**config.mk**
```make
export PLATFORM = sky130hd
export DESIGN_NAME = mem_access_flat
export DESIGN_NICKNAME = d
export VERILOG_FILES = /design/src/rtl/mem_access_pkg.sv /design/src/rtl/mem_access_if.sv /design/src/rtl/mem_access_lsu_align.sv /design/src/rtl/mem_access.sv /design/src/flat_wrapper.sv
export SDC_FILE = /design/constraint.sdc
export NUM_CORES = 1
export LEC_CHECK = 0
export ABC_AREA = 0
export BUFFER_PORTS_ARGS = -buffer_cell sky130_fd_sc_hd__clkbuf_2
export CAP_MARGIN = 10
export CORE_ASPECT_RATIO = 0.5
export CORE_UTILIZATION = 52
export CTS_CLUSTER_SIZE = 14
export DETAILED_ROUTE_END_ITERATION = 10
export GPL_ROUTABILITY_DRIVEN = 0
export PLACE_DENSITY = 0.84
export SKIP_LAST_GASP = 1
export SYNTH_ARGS = -nofsm -noshare
export SYNTH_HDL_FRONTEND = slang
export SYNTH_SLANG_ARGS = --single-unit
```
**constraint.sdc**
```tcl
create_clock -name clk -period 5.9 [get_ports clk]
set_clock_uncertainty 0.15 [all_clocks]
set_input_delay 0.59 -clock clk [delete_from_list [all_inputs] [get_ports clk]]
set_output_delay 0.59 -clock clk [all_outputs]
set_load 0.05 [all_outputs]
```
**src/rtl/mem_access_pkg.sv**
```systemverilog
// Shared definitions for the MEM stage: funct3 size codes, FSM encoding and the access legality rule.
package mem_access_pkg;

  localparam logic [2:0] MEM_B  = 3'b000;
  localparam logic [2:0] MEM_H  = 3'b001;
  localparam logic [2:0] MEM_W  = 3'b010;
  localparam logic [2:0] MEM_BU = 3'b100;
  localparam logic [2:0] MEM_HU = 3'b101;

  localparam int DMEM_BE_WIDTH = 4;

  typedef enum logic [1:0] {
    S_IDLE = 2'd0,
    S_REQ  = 2'd1,
    S_RESP = 2'd2
  } mem_state_t;

  // Used on both the incoming EX op (FSM entry) and the held EX/MEM op (error pulse).
  function automatic logic access_err(input logic [2:0] funct3, input logic [1:0] addr);
    case (funct3)
      MEM_B, MEM_BU: access_err = 1'b0;
      MEM_H, MEM_HU: access_err = addr[0];
      MEM_W:         access_err = |addr;
      default:       access_err = 1'b1;
    endcase
  endfunction

endpackage

```
**src/rtl/mem_access_if.sv**
```systemverilog
// Data-memory req/gnt/rvalid bus between the MEM stage (master) and the memory (slave).
interface mem_access_if #(parameter int DATA_WIDTH = 32);

  logic                                     req;
  logic                                     we;
  logic [mem_access_pkg::DMEM_BE_WIDTH-1:0] be;
  logic [DATA_WIDTH-1:0]                    addr;
  logic [DATA_WIDTH-1:0]                    wdata;
  logic                                     gnt;
  logic [DATA_WIDTH-1:0]                    rdata;
  logic                                     rvalid;

  modport master (output req, we, be, addr, wdata, input gnt, rdata, rvalid);
  modport slave  (input req, we, be, addr, wdata, output gnt, rdata, rvalid);

endinterface

```
**src/rtl/mem_access_lsu_align.sv**
```systemverilog
// Combinational lane logic: byte enables, store-data replication, load extraction/extension.
module lsu_align
  import mem_access_pkg::*;
(
  input  logic [1:0]               addr,
  input  logic [2:0]               funct3,
  input  logic [31:0]              sdata,
  input  logic [31:0]              rword,
  output logic [DMEM_BE_WIDTH-1:0] be,
  output logic [31:0]              wdata,
  output logic [31:0]              ldata,
  output logic                     err
);

  logic [7:0]  byte_l;
  logic [15:0] half_l;

  always_comb begin
    err    = access_err(funct3, addr);
    byte_l = rword[{addr, 3'b000} +: 8];
    half_l = addr[1] ? rword[31:16] : rword[15:0];
    be     = '0;
    wdata  = '0;
    ldata  = '0;
    // funct3[2] marks the unsigned load variants
    case (funct3)
      MEM_B, MEM_BU: begin
        be    = 4'b0001 << addr;
        wdata = {4{sdata[7:0]}};
        ldata = {{24{byte_l[7] & ~funct3[2]}}, byte_l};
      end
      MEM_H, MEM_HU: begin
        be    = addr[1] ? 4'b1100 : 4'b0011;
        wdata = {2{sdata[15:0]}};
        ldata = {{16{half_l[15] & ~funct3[2]}}, half_l};
      end
      MEM_W: begin
        be    = 4'b1111;
        wdata = sdata;
        ldata = rword;
      end
      default: ;
    endcase
  end

endmodule

```
**src/rtl/mem_access.sv**
```systemverilog
// rv32i MEM stage: EX/MEM register, data-memory handshake FSM, load alignment and MEM/WB register.
module mem_access
  import mem_access_pkg::*;
#(
  parameter int DATA_WIDTH  = 32,
  parameter int RADDR_WIDTH = 5
) (
  input  logic                   clk,
  input  logic                   rst,
  input  logic                   ex_valid,
  input  logic [DATA_WIDTH-1:0]  ex_alu_result,
  input  logic [DATA_WIDTH-1:0]  ex_mem_wdata,
  input  logic [RADDR_WIDTH-1:0] ex_reg_rd,
  input  logic                   ex_reg_write,
  input  logic                   ex_mem_read,
  input  logic                   ex_mem_write,
  input  logic [2:0]             ex_funct3,
  input  logic                   ex_mem_to_reg,
  output logic                   stall,
  output logic                   exmem_reg_write,
  output logic [RADDR_WIDTH-1:0] exmem_reg_rd,
  output logic [DATA_WIDTH-1:0]  exmem_reg_wdata,
  mem_access_if.master           dmem,
  output logic                   memwb_reg_write,
  output logic [RADDR_WIDTH-1:0] memwb_reg_rd,
  output logic [DATA_WIDTH-1:0]  wb_reg_wdata,
  output logic                   misalign_err
);

  mem_state_t             state;
  logic                   req_q;

  logic                   em_valid, em_reg_write, em_read, em_write, em_to_reg;
  logic [DATA_WIDTH-1:0]  em_alu, em_wdata;
  logic [RADDR_WIDTH-1:0] em_rd;
  logic [2:0]             em_funct3;

  logic [DMEM_BE_WIDTH-1:0] lsu_be;
  logic [DATA_WIDTH-1:0]    lsu_wdata, lsu_ldata;
  logic                     lsu_err, em_bad, ex_go;

  lsu_align u_align (
    .addr   (em_alu[1:0]),
    .funct3 (em_funct3),
    .sdata  (em_wdata),
    .rword  (dmem.rdata),
    .be     (lsu_be),
    .wdata  (lsu_wdata),
    .ldata  (lsu_ldata),
    .err    (lsu_err)
  );

  assign em_bad = em_valid & (em_read | em_write) & lsu_err;
  assign ex_go  = ex_valid & (ex_mem_read | ex_mem_write) & ~access_err(ex_funct3, ex_alu_result[1:0]);
  assign stall  = ((state == S_REQ)  & ~(dmem.gnt & em_write)) |
                  ((state == S_RESP) & ~dmem.rvalid);

  // A completing op frees the stage on the same edge, so a new op can go straight to S_REQ.
  always_ff @(posedge clk or posedge rst) begin
    if (rst) begin
      state <= S_IDLE;
      req_q <= 1'b0;
    end else if (!stall) begin
      state <= ex_go ? S_REQ : S_IDLE;
      req_q <= ex_go;
    end else if (state == S_REQ && dmem.gnt) begin
      state <= S_RESP;
      req_q <= 1'b0;
    end
  end

  always_ff @(posedge clk or posedge rst) begin
    if (rst) begin
      em_valid     <= 1'b0;
      em_alu       <= '0;
      em_wdata     <= '0;
      em_rd        <= '0;
      em_reg_write <= 1'b0;
      em_read      <= 1'b0;
      em_write     <= 1'b0;
      em_funct3    <= '0;
      em_to_reg    <= 1'b0;
    end else if (!stall) begin
      em_valid     <= ex_valid;
      em_alu       <= ex_alu_result;
      em_wdata     <= ex_mem_wdata;
      em_rd        <= ex_reg_rd;
      em_reg_write <= ex_reg_write;
      em_read      <= ex_mem_read;
      em_write     <= ex_mem_write;
      em_funct3    <= ex_funct3;
      em_to_reg    <= ex_mem_to_reg;
    end
  end

  // Held rather than bubbled during stall so EX forwarding from WB stays valid.
  always_ff @(posedge clk or posedge rst) begin
    if (rst) begin
      memwb_reg_write <= 1'b0;
      memwb_reg_rd    <= '0;
      wb_reg_wdata    <= '0;
    end else if (!stall) begin
      memwb_reg_write <= em_valid & em_reg_write & ~em_bad;
      memwb_reg_rd    <= em_rd;
      wb_reg_wdata    <= em_to_reg ? lsu_ldata : em_alu;
    end
  end

  assign dmem.req        = req_q;
  assign dmem.we         = req_q & em_write;
  assign dmem.be         = req_q ? lsu_be : '0;
  assign dmem.addr       = req_q ? {em_alu[DATA_WIDTH-1:2], 2'b00} : '0;
  assign dmem.wdata      = (req_q & em_write) ? lsu_wdata : '0;

  assign exmem_reg_write = em_valid & em_reg_write;
  assign exmem_reg_rd    = em_rd;
  assign exmem_reg_wdata = em_alu;
  assign misalign_err    = em_bad;

endmodule
```
**src/flat_wrapper.sv**
```systemverilog
// flat-port wrapper written by rule: the top's interface ports become plain ports
module mem_access_flat import mem_access_pkg::*;
#(
  parameter int DATA_WIDTH  = 32,
  parameter int RADDR_WIDTH = 5
)
  (clk, rst, ex_valid, ex_alu_result, ex_mem_wdata, ex_reg_rd, ex_reg_write, ex_mem_read, ex_mem_write, ex_funct3, ex_mem_to_reg, stall, exmem_reg_write, exmem_reg_rd, exmem_reg_wdata, memwb_reg_write, memwb_reg_rd, wb_reg_wdata, misalign_err, dmem_req, dmem_we, dmem_be, dmem_addr, dmem_wdata, dmem_gnt, dmem_rdata, dmem_rvalid);
  mem_access_if #(.DATA_WIDTH(DATA_WIDTH)) dmem_i ();
  input  logic clk;
  input  logic rst;
  input  logic ex_valid;
  input  logic [DATA_WIDTH-1:0] ex_alu_result;
  input  logic [DATA_WIDTH-1:0] ex_mem_wdata;
  input  logic [RADDR_WIDTH-1:0] ex_reg_rd;
  input  logic ex_reg_write;
  input  logic ex_mem_read;
  input  logic ex_mem_write;
  input  logic [2:0] ex_funct3;
  input  logic ex_mem_to_reg;
  output logic stall;
  output logic exmem_reg_write;
  output logic [RADDR_WIDTH-1:0] exmem_reg_rd;
  output logic [DATA_WIDTH-1:0] exmem_reg_wdata;
  output logic memwb_reg_write;
  output logic [RADDR_WIDTH-1:0] memwb_reg_rd;
  output logic [DATA_WIDTH-1:0] wb_reg_wdata;
  output logic misalign_err;
  output wire logic [$bits(dmem_i.req)-1:0] dmem_req;
  output wire logic [$bits(dmem_i.we)-1:0] dmem_we;
  output wire logic [$bits(dmem_i.be)-1:0] dmem_be;
  output wire logic [$bits(dmem_i.addr)-1:0] dmem_addr;
  output wire logic [$bits(dmem_i.wdata)-1:0] dmem_wdata;
  input wire logic [$bits(dmem_i.gnt)-1:0] dmem_gnt;
  input wire logic [$bits(dmem_i.rdata)-1:0] dmem_rdata;
  input wire logic [$bits(dmem_i.rvalid)-1:0] dmem_rvalid;
  assign dmem_req = dmem_i.req;
  assign dmem_we = dmem_i.we;
  assign dmem_be = dmem_i.be;
  assign dmem_addr = dmem_i.addr;
  assign dmem_wdata = dmem_i.wdata;
  assign dmem_i.gnt = dmem_gnt;
  assign dmem_i.rdata = dmem_rdata;
  assign dmem_i.rvalid = dmem_rvalid;
  mem_access #(.DATA_WIDTH(DATA_WIDTH), .RADDR_WIDTH(RADDR_WIDTH)) u_core (.clk(clk), .rst(rst), .ex_valid(ex_valid), .ex_alu_result(ex_alu_result), .ex_mem_wdata(ex_mem_wdata), .ex_reg_rd(ex_reg_rd), .ex_reg_write(ex_reg_write), .ex_mem_read(ex_mem_read), .ex_mem_write(ex_mem_write), .ex_funct3(ex_funct3), .ex_mem_to_reg(ex_mem_to_reg), .stall(stall), .exmem_reg_write(exmem_reg_write), .exmem_reg_rd(exmem_reg_rd), .exmem_reg_wdata(exmem_reg_wdata), .dmem(dmem_i), .memwb_reg_write(memwb_reg_write), .memwb_reg_rd(memwb_reg_rd), .wb_reg_wdata(wb_reg_wdata), .misalign_err(misalign_err));
endmodule
```
==> metrics.md, run 1 <==
| Metric | Value |
|---|---|
| Proportion of layout cells with a drive suffix above 1 | `32.1%` |
| RSZ-0062 raised after global routing | `false` |
| Clk pwr share | `30.2%` |
| Placed Instances | `1078` |
| Most frequent cells in the layout | `nand2_1 (259), clkbuf_2 (258), dfrtp_1 (117)` |
| Via density | `5.75` |
| MaxCap Viol Count | `0` |
| CTS sink cnt | `117` |
| Total Wirelength | `19200 um` |
| CTS Root Cell | `clkbuf_16` |
| Psw | `1.60 mW` |
| Ys flop type | `dfrtp_1` |
| Synthesis-stage register bit count | `117` |
| DIE HEIGHT | `77.6 um` |
| CTS H-tree lvls | `4` |
| Clock buffer depth | `2` |
| Top-area cell type share of the netlist area | `49.3%` |
| Sw frac | `44.1%` |
| Placeable core area | `11000 um2` |
| Synth Instances | `721` |
| Finished Layout Cells | `1110` |
| Async SR Flop Fraction | `100%` |
| Synth warnings | `0` |
| WHS | `0.179 ns` |
| Flop pwr share | `32.0%` |
| Distinct cell type count after synthesis | `44` |
| PwrDens | `461 nW/um2` |
| Setup TNS | `0 ns` |
| Post-route DRC violation count | `0` |
| Post-DR wirelength/cell | `17.3 um` |
| Slew Limit Fails | `0` |
| Final worst path period need | `4.04 ns` |
| Pin count of the biggest net entering global routing | `91` |
| Synthesized area per cell | `8.24 um2` |
| Post-synth EDFFs | `0` |
| Die ar. | `11900 um2` |
| Final Cycle Share | `68.5%` |
| Req. time, crit path | `5.16 ns` |
| GRT overflow | `0` |
| Slew headroom | `23.8%` |
| Final net count | `1065` |
| Worst vdd ir | `0.245 mV` |
| Ant. Diodes | `0` |
| Fin. Hold Viols | `0` |
| Top cell type by total area after synthesis | `dfrtp_1` |
| Worst slew pin tran | `1.14 ns` |
| Crit-path max FO | `30` |
| Global-route wire length before repair | `30700 um` |
| Post-route ant nets | `0` |
| Initial antenna violation count | `0` |
| Internal Power | `2.03 mW` |
| Max Fclk | `0.247 GHz` |
| Vias in the first global route | `5854` |
| Cell Rows | `27` |
| Outcome | `completed` |
| R2R Setup Slk | `2.14 ns` |
| Dpl cell area | `7230 um2` |
| Clock insertion delay at the later pin of the skew report | `0.42 ns` |
| Post-DP HPWL | `13300 um` |
| Hold WC Path Type | `in -> async` |
| Final instance area | `7860 um2` |
| Element type at the critical path end | `output pin` |
| Final setup fails | `0` |
| Lkg Pwr | `4.18 nW` |
| CTS Buf Count | `17` |
| Filler cells | `889` |
| I/O Pins | `261` |
| Area growth, synth to finish | `32.2%` |
| CTS-repair resized insts | `0` |
| Crit path DAT | `3.30 ns` |
| Hold buffer count at cts | `0` |
| Die Wd | `153 um` |
| Clock-pin slew on the worst setup and hold paths | `0.06 ns` |
| TritonCTS clock tree | `built` |
| Combinational power share | `37.8%` |
| Drt pass-1 iters | `6` |
| Leading cell type in the layout, fill and taps excluded | `nand2_1` |
| Total routing usage reported by global routing | `33.3%` |
| Port Buffers | `258` |
| Sequential-to-total area share from yosys stat | `49.3%` |
| Critical path class | `reg -> out` |
| Mapped Area | `5940 um2` |
| Area contributors post-synth | `dfrtp_1 (49%), nand2_1 (16%), and2_1 (4.4%), nor2_1 (3.9%), a21oi_1 (3.5%)` |
| Initial drt markers | `814` |
| Starting Density | `53.8%` |
| Via count | `6377` |
| Post-CTS setup buffers | `0` |
| Crit start category | `flop` |
[critical path, stage by stage, from the launching register on]
cell      delay (ns)
dfrtp_1         0.94
inv_1           0.43
nor3_1          0.67
buf_4           0.30
nand2_1         0.07
a21oi_1         0.16
clkbuf_2        0.31
[cells by family (layout without fill, tap and decap cells)]
family,Yosys count,count (layout),share of synthesized area [%]
AOI/OAI and AO/OA,138,138,15.5
buffers and inverters,58,301,4.36
DFF,117,117,49.3
muxes,17,17,3.22
other,1,2,0.0631
and+or+nand+nor,390,390,27.6
[cell usage after synthesis (2+ instances only)]
master,instances
and2_1,42
a21oi_1,41
nor2b_1,2
a221oi_1,8
o21a_1,2
buf_4,2
o22ai_1,23
a222oi_1,14
nor3_1,3
nand3_1,9
mux2_2,7
inv_1,5
buf_1,10
clkbuf_1,18
nand2_1,259
mux2i_1,9
a211oi_1,16
o21ai_0,15
o221ai_1,3
buf_2,21
nor2_1,61
and3_1,2
a22oi_1,8
dfrtp_1,117
nand2b_1,5
[power groups by stage]
stage	Combinational, mW	Sequential [mW]	Clock, mW
2_1_floorplan	0.614	1.54	0
3_3_place_gp	1.34	1.16	0
3_5_place_dp	1.36	1.16	0
4_1_cts	1.36	1.15	1.10
5_1_grt	1.45	1.18	1.13
6_report	1.37	1.16	1.09
[path summary, 6_finish.rpt]
check                                                start                                   to  depth (start not counted)
setup / recovery           u_core.em_funct3[1]$_DFFE_PP0P_                       dmem_wdata[23]                          6
hold / removal                                         rst       u_core.em_wdata[6]$_DFFE_PP0P_                          2
setup reg to reg               u_core.state[0]$_DFFE_PP0P_  u_core.wb_reg_wdata[20]$_DFFE_PP0P_                          5
hold reg to reg            u_core.em_wdata[16]$_DFFE_PP0P_      u_core.em_wdata[16]$_DFFE_PP0P_                          2
max in group asynchronous                              rst      u_core.em_wdata[31]$_DFFE_PP0P_                          3
min in group clk                              ex_reg_rd[3]   u_core.exmem_reg_rd[3]$_DFFE_PP0P_                          3
[metal layers]
metal / track usage (%) / wire [um] / part of all wire, %
met5: 0 / 0 / 0
met4: 12.4 / 547 / 2.9
met3: 7.37 / 1870 / 9.7
met2: 54.1 / 9150 / 48
met1: 44.0 / 7630 / 40
[per-stage QoR]
stage                     power (mW)  util, %  setup WS (ns)
after global placement          2.49     65.5           2.28
after floorplan                 2.16        -           2.06
after global routing            3.77     71.2           1.61
final                           3.62     71.2           1.86
after detailed placement        2.52     65.5           2.14
after CTS                       3.61     71.2           1.87
[final cells by class]
cell class | count | area [um2] | share of cell area [%]
sequential | 117 | 2930 | 37.2
multi-input combinational | 547 | 2770 | 35.2
timing repair buffer | 263 | 1330 | 16.9
clock buffer | 20 | 447 | 5.68
tap | 145 | 181 | 2.31
clock inverter | 12 | 179 | 2.28
inverter | 6 | 26.3 | 0.334
No activity file was read; power rests on OpenSTA's default activity.
==> run 2, diff against run 1 <==
--- a/config.mk
+++ b/config.mk
@@ -5,15 +5,15 @@
 export SDC_FILE = /design/constraint.sdc
 export NUM_CORES = 1
 export LEC_CHECK = 0
-export ABC_AREA = 0
+export ABC_AREA = 1
 export BUFFER_PORTS_ARGS = -buffer_cell sky130_fd_sc_hd__clkbuf_2
 export CAP_MARGIN = 10
 export CORE_ASPECT_RATIO = 0.5
-export CORE_UTILIZATION = 52
+export CORE_UTILIZATION = 45
 export CTS_CLUSTER_SIZE = 14
 export DETAILED_ROUTE_END_ITERATION = 10
 export GPL_ROUTABILITY_DRIVEN = 0
-export PLACE_DENSITY = 0.84
+export PLACE_DENSITY = 0.75
 export SKIP_LAST_GASP = 1
 export SYNTH_ARGS = -nofsm -noshare
 export SYNTH_HDL_FRONTEND = slang
==> constraint.sdc (replaced) <==
create_clock -name clk -period 3.5 [get_ports clk]
set_clock_uncertainty 0.15 [all_clocks]
set_input_delay 0.35 -clock clk [delete_from_list [all_inputs] [get_ports clk]]
set_output_delay 0.35 -clock clk [all_outputs]
set_load 0.05 [all_outputs]
==> metrics.md, run 2 <==
| Metric | Value |
|---|---|
| Synth Instances | `984 (+36%)` |
| Sw frac | `42.9% (-1.2 points)` |
| Worst path cell trace | `nor2_2 > inv_2 > nand2_1 > nand3_2 > nor2_1 > clkbuf_2` |
| Vias in the first global route | `6512 (+11%)` |
| Slowest stage delay, CP | `0.47 ns (-0.47 ns)` |
| Distinct cell type count after synthesis | `28 (-36%)` |
| RSZ-0062 raised after global routing | `false` |
| Synthesis-stage register bit count | `117 (unchanged)` |
| Internal Power | `3.16 mW (+56%)` |
| Hold Startpoint | `ex_reg_rd[2]` |
| Critical path class | `reg -> out` |
| Clk pwr share | `30.7% (+0.5 points)` |
| Lkg Pwr | `5.33 nW (+27%)` |
| Die ar. | `15300 um2 (+28%)` |
| Crit path max-delay cell type | `nor2_2` |
| Worst hold endpoint | `u_core.exmem_reg_rd[2]$_DFFE_PP0P_` |
| Max Fclk | `0.342 GHz` |
| WHS Path Cells | `3` |
| Top cell type by total area after synthesis | `dfrtp_1` |
| Count leader, synth | `nand2_1` |
| Total routing usage reported by global routing | `26.7% (-6.6 points)` |
| Worst Reg-to-Reg Cells | `7 (+2)` |
| Async SR Flop Fraction | `100% (unchanged)` |
| Flop pwr share | `32.1% (about the same)` |
| Clock insertion delay at the later pin of the skew report | `0.40 ns (-0.02 ns)` |
| Element type at the critical path end | `output pin` |
| GRT overflow | `0 (unchanged)` |
| Initial antenna violation count | `0 (unchanged)` |
| Post-DP HPWL | `14100 um (+5.8%)` |
| Dpl ws | `1.00 ns (-1.13 ns)` |
| Clock buffer depth | `2 (unchanged)` |
| Final net count | `1366 (+28%)` |
| Slew Limit Fails | `0 (unchanged)` |
| CTS H-tree lvls | `4 (unchanged)` |
| Clock-pin slew on the worst setup and hold paths | `0.06 ns (about the same)` |
| Synth warnings | `0 (unchanged)` |
| TritonCTS clock tree | `built` |
| Final setup fails | `0 (unchanged)` |
| Final WS setup | `0.580 ns (-1.28 ns)` |
| PwrDens | `620 nW/um2 (+34%)` |
| Synthesized area per cell | `6.74 um2 (-18%)` |
| Crit start category | `flop` |
| Post-DR wirelength/cell | `13.8 um (-20%)` |
| Cell Rows | `30 (+11%)` |
| Post-synth EDFFs | `0 (unchanged)` |
| Commonest cells in the netlist | `nand2_1 (417), inv_1 (121), dfrtp_1 (117), nor2_1 (78), o21ai_0 (73)` |
| Sequential-to-total area share from yosys stat | `44.2% (-5.1 points)` |
| Capture point of the worst reg-to-reg path | `u_core.em_wdata[9]$_DFFE_PP0P_` |
| Total Wirelength | `20200 um (+5.1%)` |
| Setup TNS | `0 ns (unchanged)` |
| Starting Density | `47.5% (-6.3 points)` |
| Initial drt markers | `586 (-28%)` |
| CTS Buf Count | `17 (unchanged)` |
| R2R Path Start | `u_core.em_write$_DFFE_PP0P_` |
| R2R Setup Slk | `1.24 ns (-0.90 ns)` |
| Port Buffers | `258 (unchanged)` |
| Crit-path max FO | `12 (-60%)` |
| Ys flop type | `dfrtp_1` |
| Proportion of layout cells with a drive suffix above 1 | `24.8% (-7.3 points)` |
| Combinational power share | `37.2% (-0.6 points)` |
| Die Wd | `174 um (+13%)` |
| Area growth, synth to finish | `34.8%` |
| I/O Pins | `261 (unchanged)` |
| Ant. Diodes | `0 (unchanged)` |
| Pin count of the biggest net entering global routing | `63 (-31%)` |
| Hold WC Path Type | `in -> reg` |
| Post-route ant nets | `0 (unchanged)` |
| Finished Core Util | `64.0% (-7.1 points)` |
| Req. time, crit path | `3.00 ns (-2.16 ns)` |
| CTS sink cnt | `117 (unchanged)` |
| Area contributors post-synth | `dfrtp_1 (44%), nand2_1 (24%), inv_1 (6.8%), o21ai_0 (5.5%), a21oi_1 (4.9%)` |
| Final worst path period need | `2.92 ns` |
| Via density | `4.94 (-14%)` |
| Buf/Inv on CP | `2 (-1)` |
| Top-area cell type share of the netlist area | `44.2% (-5.1 points)` |
| Worst slew pin tran | `1.13 ns (-0.0160 ns)` |
| Outcome | `completed` |
| CTS-repair resized insts | `0 (unchanged)` |
| Final Cycle Share | `83.4%` |
| Worst vdd ir | `0.311 mV (+27%)` |
| Slew headroom | `24.9% (+1.1 points)` |
| Fin. Hold Viols | `0 (unchanged)` |
| CTS Root Cell | `clkbuf_16` |
| Drt pass-1 iters | `7 (+1)` |
| Placeable core area | `14000 um2 (+26%)` |
| Via count | `7197 (+13%)` |
| Most frequent cells in the layout | `nand2_1 (416), clkbuf_2 (258), inv_1 (120)` |
| Leading cell type in the layout, fill and taps excluded | `nand2_1` |
| DIE HEIGHT | `87.8 um (+13%)` |
| WHS | `0.00771 ns (-0.171 ns)` |
| Psw | `2.38 mW (+49%)` |
| MaxCap Viol Count | `0 (unchanged)` |
| Global-route wire length before repair | `32300 um (+5.2%)` |
| Crit path DAT | `2.42 ns (-0.88 ns)` |
| Mapped Area | `6630 um2 (+12%)` |
| Post-route DRC violation count | `0 (unchanged)` |
| Cell family with most CP delay | `simple AND/OR/NAND/NOR gates` |
run 2: cell families (layout without fill, tap and decap cells):
group	Yosys count	after routing	synth area share, %
AND/OR/NAND/NOR	510	510	30.0
AO/OA/AOI/OAI	167	167	13.5
buffers and inverters	189	470	12.3
flip-flops	117	117	44.2
other	1	2	0.0565
run 2: what timing repair did:
item / CTS / global route
setup buffers: 0 / 0
hold buffers: 40 / 1
hold endpoints to repair: 70 / 1
run 2: worst register-to-register path, stage by stage, from the launching register on:
cell,delay (ns)
dfrtp_1,0.45
nand2_1,0.08
nand3_1,0.13
nand2_4,0.29
inv_4,0.48
buf_4,0.40
nand2_1,0.12
o21ai_0,0.09
run 2: cell type report:
type	count	area, um2
sequential	117	2930
multi-input combinational	679	2900
clock inverter	11	128
clock buffer	21	450
fill	1252	5020
timing repair buffer	309	1800
tap	192	240
inverter	129	495
run 2: power groups by stage:
stage,Combinational [mW],Clock [mW],Sequential (mW)
6_report,2.06,1.70,1.78
5_1_grt,2.23,1.81,1.80
4_1_cts,2.06,1.73,1.77
3_5_place_dp,2.02,0,1.79
3_3_place_gp,1.99,0,1.79
2_1_floorplan,0.927,0,2.39
run 2: worst max path at each step:
stage / start / cells past startpoint / endpoint
5_1_grt: u_core.em_funct3[1]$_DFFE_PP0P_ / 6 / dmem_wdata[6]
3_5_place_dp: u_core.em_funct3[1]$_DFFE_PP0P_ / 6 / dmem_wdata[5]
2_1_floorplan: u_core.exmem_reg_wdata[1]$_DFFE_PP0P_ / 4 / dmem_be[2]
4_1_cts: u_core.em_funct3[1]$_DFFE_PP0P_ / 6 / dmem_wdata[5]
6_report: u_core.em_funct3[1]$_DFFE_PP0P_ / 6 / dmem_wdata[5]
3_3_place_gp: u_core.em_funct3[1]$_DFFE_PP0P_ / 6 / dmem_wdata[7]
run 2: layer usage:
metal	up-vias	share of wire, %	GRT usage [%]
met5	-	0	0
met4	0	1.6	9.17
met3	30	7.0	6.38
met2	298	48	44.3
met1	3330	44	34.8
li1	3539	-	-
run 2: stage by stage:
stage          cell area (um2)  power, mW  instances
6_report                  8940       5.54       1458
5_1_grt                   8940       5.84       1458
4_1_cts                   8930       5.57       1457
3_5_place_dp              7950       3.81       1385
3_3_place_gp              7950       3.78       1385
2_1_floorplan             6640       3.31        985
==> run 3, diff against run 2 <==
--- a/config.mk
+++ b/config.mk
@@ -9,11 +9,11 @@
 export BUFFER_PORTS_ARGS = -buffer_cell sky130_fd_sc_hd__clkbuf_2
 export CAP_MARGIN = 10
 export CORE_ASPECT_RATIO = 0.5
-export CORE_UTILIZATION = 45
+export CORE_UTILIZATION = 50
 export CTS_CLUSTER_SIZE = 14
 export DETAILED_ROUTE_END_ITERATION = 10
 export GPL_ROUTABILITY_DRIVEN = 0
-export PLACE_DENSITY = 0.75
+export PLACE_DENSITY = 0.79
 export SKIP_LAST_GASP = 1
 export SYNTH_ARGS = -nofsm -noshare
 export SYNTH_HDL_FRONTEND = slang
==> constraint.sdc (replaced) <==
create_clock -name clk -period 3 [get_ports clk]
set_clock_uncertainty 0.15 [all_clocks]
set_input_delay 0.3 -clock clk [delete_from_list [all_inputs] [get_ports clk]]
set_output_delay 0.3 -clock clk [all_outputs]
set_load 0.05 [all_outputs]
==> metrics.md, run 3 (synthesis gave the netlist of run 2 again) <==
| Metric | Value |
|---|---|
| Outcome | `completed` |
| Via count | `7471 (+3.8%)` |
| Slew Limit Fails | `0 (unchanged)` |
| Crit path DAT | `2.37 ns (-0.05 ns)` |
| Vias in the first global route | `7085 (+8.8%)` |
| Critical path class | `reg -> out` |
| Cell Rows | `29 (-3.3%)` |
| Psw | `2.83 mW (+19%)` |
| Worst slew pin tran | `0.668 ns (-0.457 ns)` |
| Worst Reg-to-Reg Cells | `7 (unchanged)` |
| Total routing usage reported by global routing | `31.3% (+4.6 points)` |
| DIE HEIGHT | `83.4 um (-5.0%)` |
| Flop pwr share | `30.8% (-1.3 points)` |
| Final worst path period need | `2.82 ns` |
| Starting Density | `51.8% (+4.3 points)` |
| CTS Buf Count | `17 (unchanged)` |
| Final Cycle Share | `93.9%` |
| CTS-repair resized insts | `0 (unchanged)` |
| Clock buffer depth | `2 (unchanged)` |
| Lkg Pwr | `5.52 nW (+3.6%)` |
| Leading cell type in the layout, fill and taps excluded | `nand2_1` |
| Cell family with most CP delay | `buffers and inverters` |
| Clk pwr share | `32.5% (+1.8 points)` |
| Combinational power share | `36.8% (-0.4 points)` |
| Slowest stage delay, CP | `0.47 ns (about the same)` |
| Crit start category | `flop` |
| CTS Root Cell | `clkbuf_16` |
| Post-DP HPWL | `13700 um (-2.6%)` |
| Setup TNS | `0 ns (unchanged)` |
| Drt pass-1 iters | `5 (-2)` |
| Max Fclk | `0.355 GHz` |
| CTS sink cnt | `117 (unchanged)` |
| Critical path origin | `u_core.state[0]$_DFFE_PP0P_` |
| Fin. Hold Viols | `0 (unchanged)` |
| Area growth, synth to finish | `41.4%` |
| Post-DR wirelength/cell | `14.3 um (+3.7%)` |
| Clock-pin slew on the worst setup and hold paths | `0.05 ns (about the same)` |
| Die Wd | `165 um (-5.1%)` |
| Die ar. | `13800 um2 (-9.8%)` |
| R2R Path Start | `u_core.state[0]$_DFFE_PP0P_` |
| Element type at the critical path end | `output pin` |
| Buf/Inv on CP | `3 (+1)` |
| I/O Pins | `261 (unchanged)` |
| Worst path cell trace | `nand2_1 > inv_1 > o21ai_0 > inv_1 > clkbuf_2` |
| Cell count along the critical path | `5 (-1)` |
| Post-route ant nets | `0 (unchanged)` |
| Sw frac | `42.0% (-0.91 points)` |
| Final net count | `1401 (+2.6%)` |
| Slew headroom | `55.5% (+31 points)` |
| Ant. Diodes | `0 (unchanged)` |
| Initial antenna violation count | `0 (unchanged)` |
| PwrDens | `718 nW/um2 (+16%)` |
| Port Buffers | `258 (unchanged)` |
| Initial drt markers | `656 (+12%)` |
| WHS | `0.0363 ns (+0.0286 ns)` |
| Total Wirelength | `21100 um (+4.5%)` |
| Final setup fails | `0 (unchanged)` |
| Hold WC Path Type | `in -> reg` |
| Global-route wire length before repair | `34000 um (+5.3%)` |
| Req. time, crit path | `2.55 ns (-0.45 ns)` |
| WHS Path Cells | `3 (unchanged)` |
| MaxCap Viol Count | `0 (unchanged)` |
| Most frequent cells in the layout | `nand2_1 (416), clkbuf_2 (254), inv_1 (120)` |
| Pin count of the biggest net entering global routing | `118 (+87%)` |
| RSZ-0062 raised after global routing | `false` |
| Placeable core area | `12800 um2 (-8.3%)` |
| Crit-path most repeated cell | `inv_1` |
| Via density | `5.08 (+3.0%)` |
| Post-route DRC violation count | `0 (unchanged)` |
| Clock insertion delay at the later pin of the skew report | `0.40 ns (about the same)` |
| Proportion of layout cells with a drive suffix above 1 | `24.5% (-0.34 points)` |
| GRT overflow | `0 (unchanged)` |
| TritonCTS clock tree | `built` |
| Crit path max-delay cell type | `dfrtp_1` |
| Crit-path max FO | `17 (+5)` |
| Internal Power | `3.90 mW (+24%)` |
| Hold Startpoint | `ex_funct3[0]` |
| Worst vdd ir | `0.410 mV (+32%)` |
| CTS H-tree lvls | `4 (unchanged)` |
-- run 3: changes by cell type in the layout (fill, tap and decap cells not counted), sizes merged --
| cell | change |
|---|---|
| dlygate4sd3 | +33 |
| clkbuf | -7 |
| buf | +6 |
| clkinv | -4 |
| inv | +4 |
| bufinv | +2 |
-- run 3: final cells by class --
type / count / area, um2
fill: 1000 / 3430
timing repair buffer: 344 / 2210
sequential: 117 / 2930
tap: 170 / 213
clock inverter: 13 / 195
multi-input combinational: 679 / 2900
inverter: 129 / 495
clock buffer: 18 / 439
-- run 3: power by group through the flow --
stage                     sequential [mW]  combinational (mW)  clock (mW)
after floorplan                      2.79                1.08           0
after global placement               2.08                2.34           0
after detailed placement             2.08                2.37           0
after CTS                            2.06                2.46        2.22
after global routing                 2.11                2.66        2.29
final                                2.07                2.48        2.19
-- run 3: worst reg2reg max path, cell delays in order, from the launching register on --
cell	delay [ns]
dfrtp_1	0.47
inv_1	0.09
nand3b_1	0.16
nand2_4	0.21
inv_4	0.33
buf_4	0.36
nand2_1	0.11
o21ai_0	0.10
-- run 3: metal layers --
layer  vias to the layer above  part of all wire, %  GRT usage [%]
met5                         -                    0              0
met4                         0                  2.4           12.3
met3                        51                  7.9           7.59
met2                       368                   48           52.8
met1                      3442                   41           38.5
li1                       3610                    -              -
-- run 3: timing repair --
action / 4_1_cts / 5_1_grt
hold endpoints to repair: 190 / 0
setup buffers: 0 / 0
hold buffers: 74 / 0
-- run 3: final timing paths --
path                                                     endpoint  slack (ns)
min in group asynchronous  u_core.exmem_reg_wdata[14]$_DFFE_PP0P_        0.43
min                               u_core.em_funct3[0]$_DFFE_PP0P_        0.04
min reg2reg                    u_core.memwb_reg_write$_DFFE_PP0P_        0.33
max reg2reg                        u_core.em_wdata[9]$_DFFE_PP0P_        0.93
max                                                 dmem_wdata[9]        0.18
max in group asynchronous         u_core.em_wdata[25]$_DFFE_PP0P_        1.72
-- run 3: per-stage QoR --
step	power, mW	setup slack [ns]	instances	util (%)	cell area, um2
5_1_grt	7.06	0.0543	1470	73.2	9380
3_3_place_gp	4.42	0.789	1365	62.5	8000
4_1_cts	6.74	0.249	1470	73.2	9380
2_1_floorplan	3.87	0.472	985	-	6640
3_5_place_dp	4.46	0.692	1365	62.5	8000
6_report	6.74	0.184	1470	73.2	9380
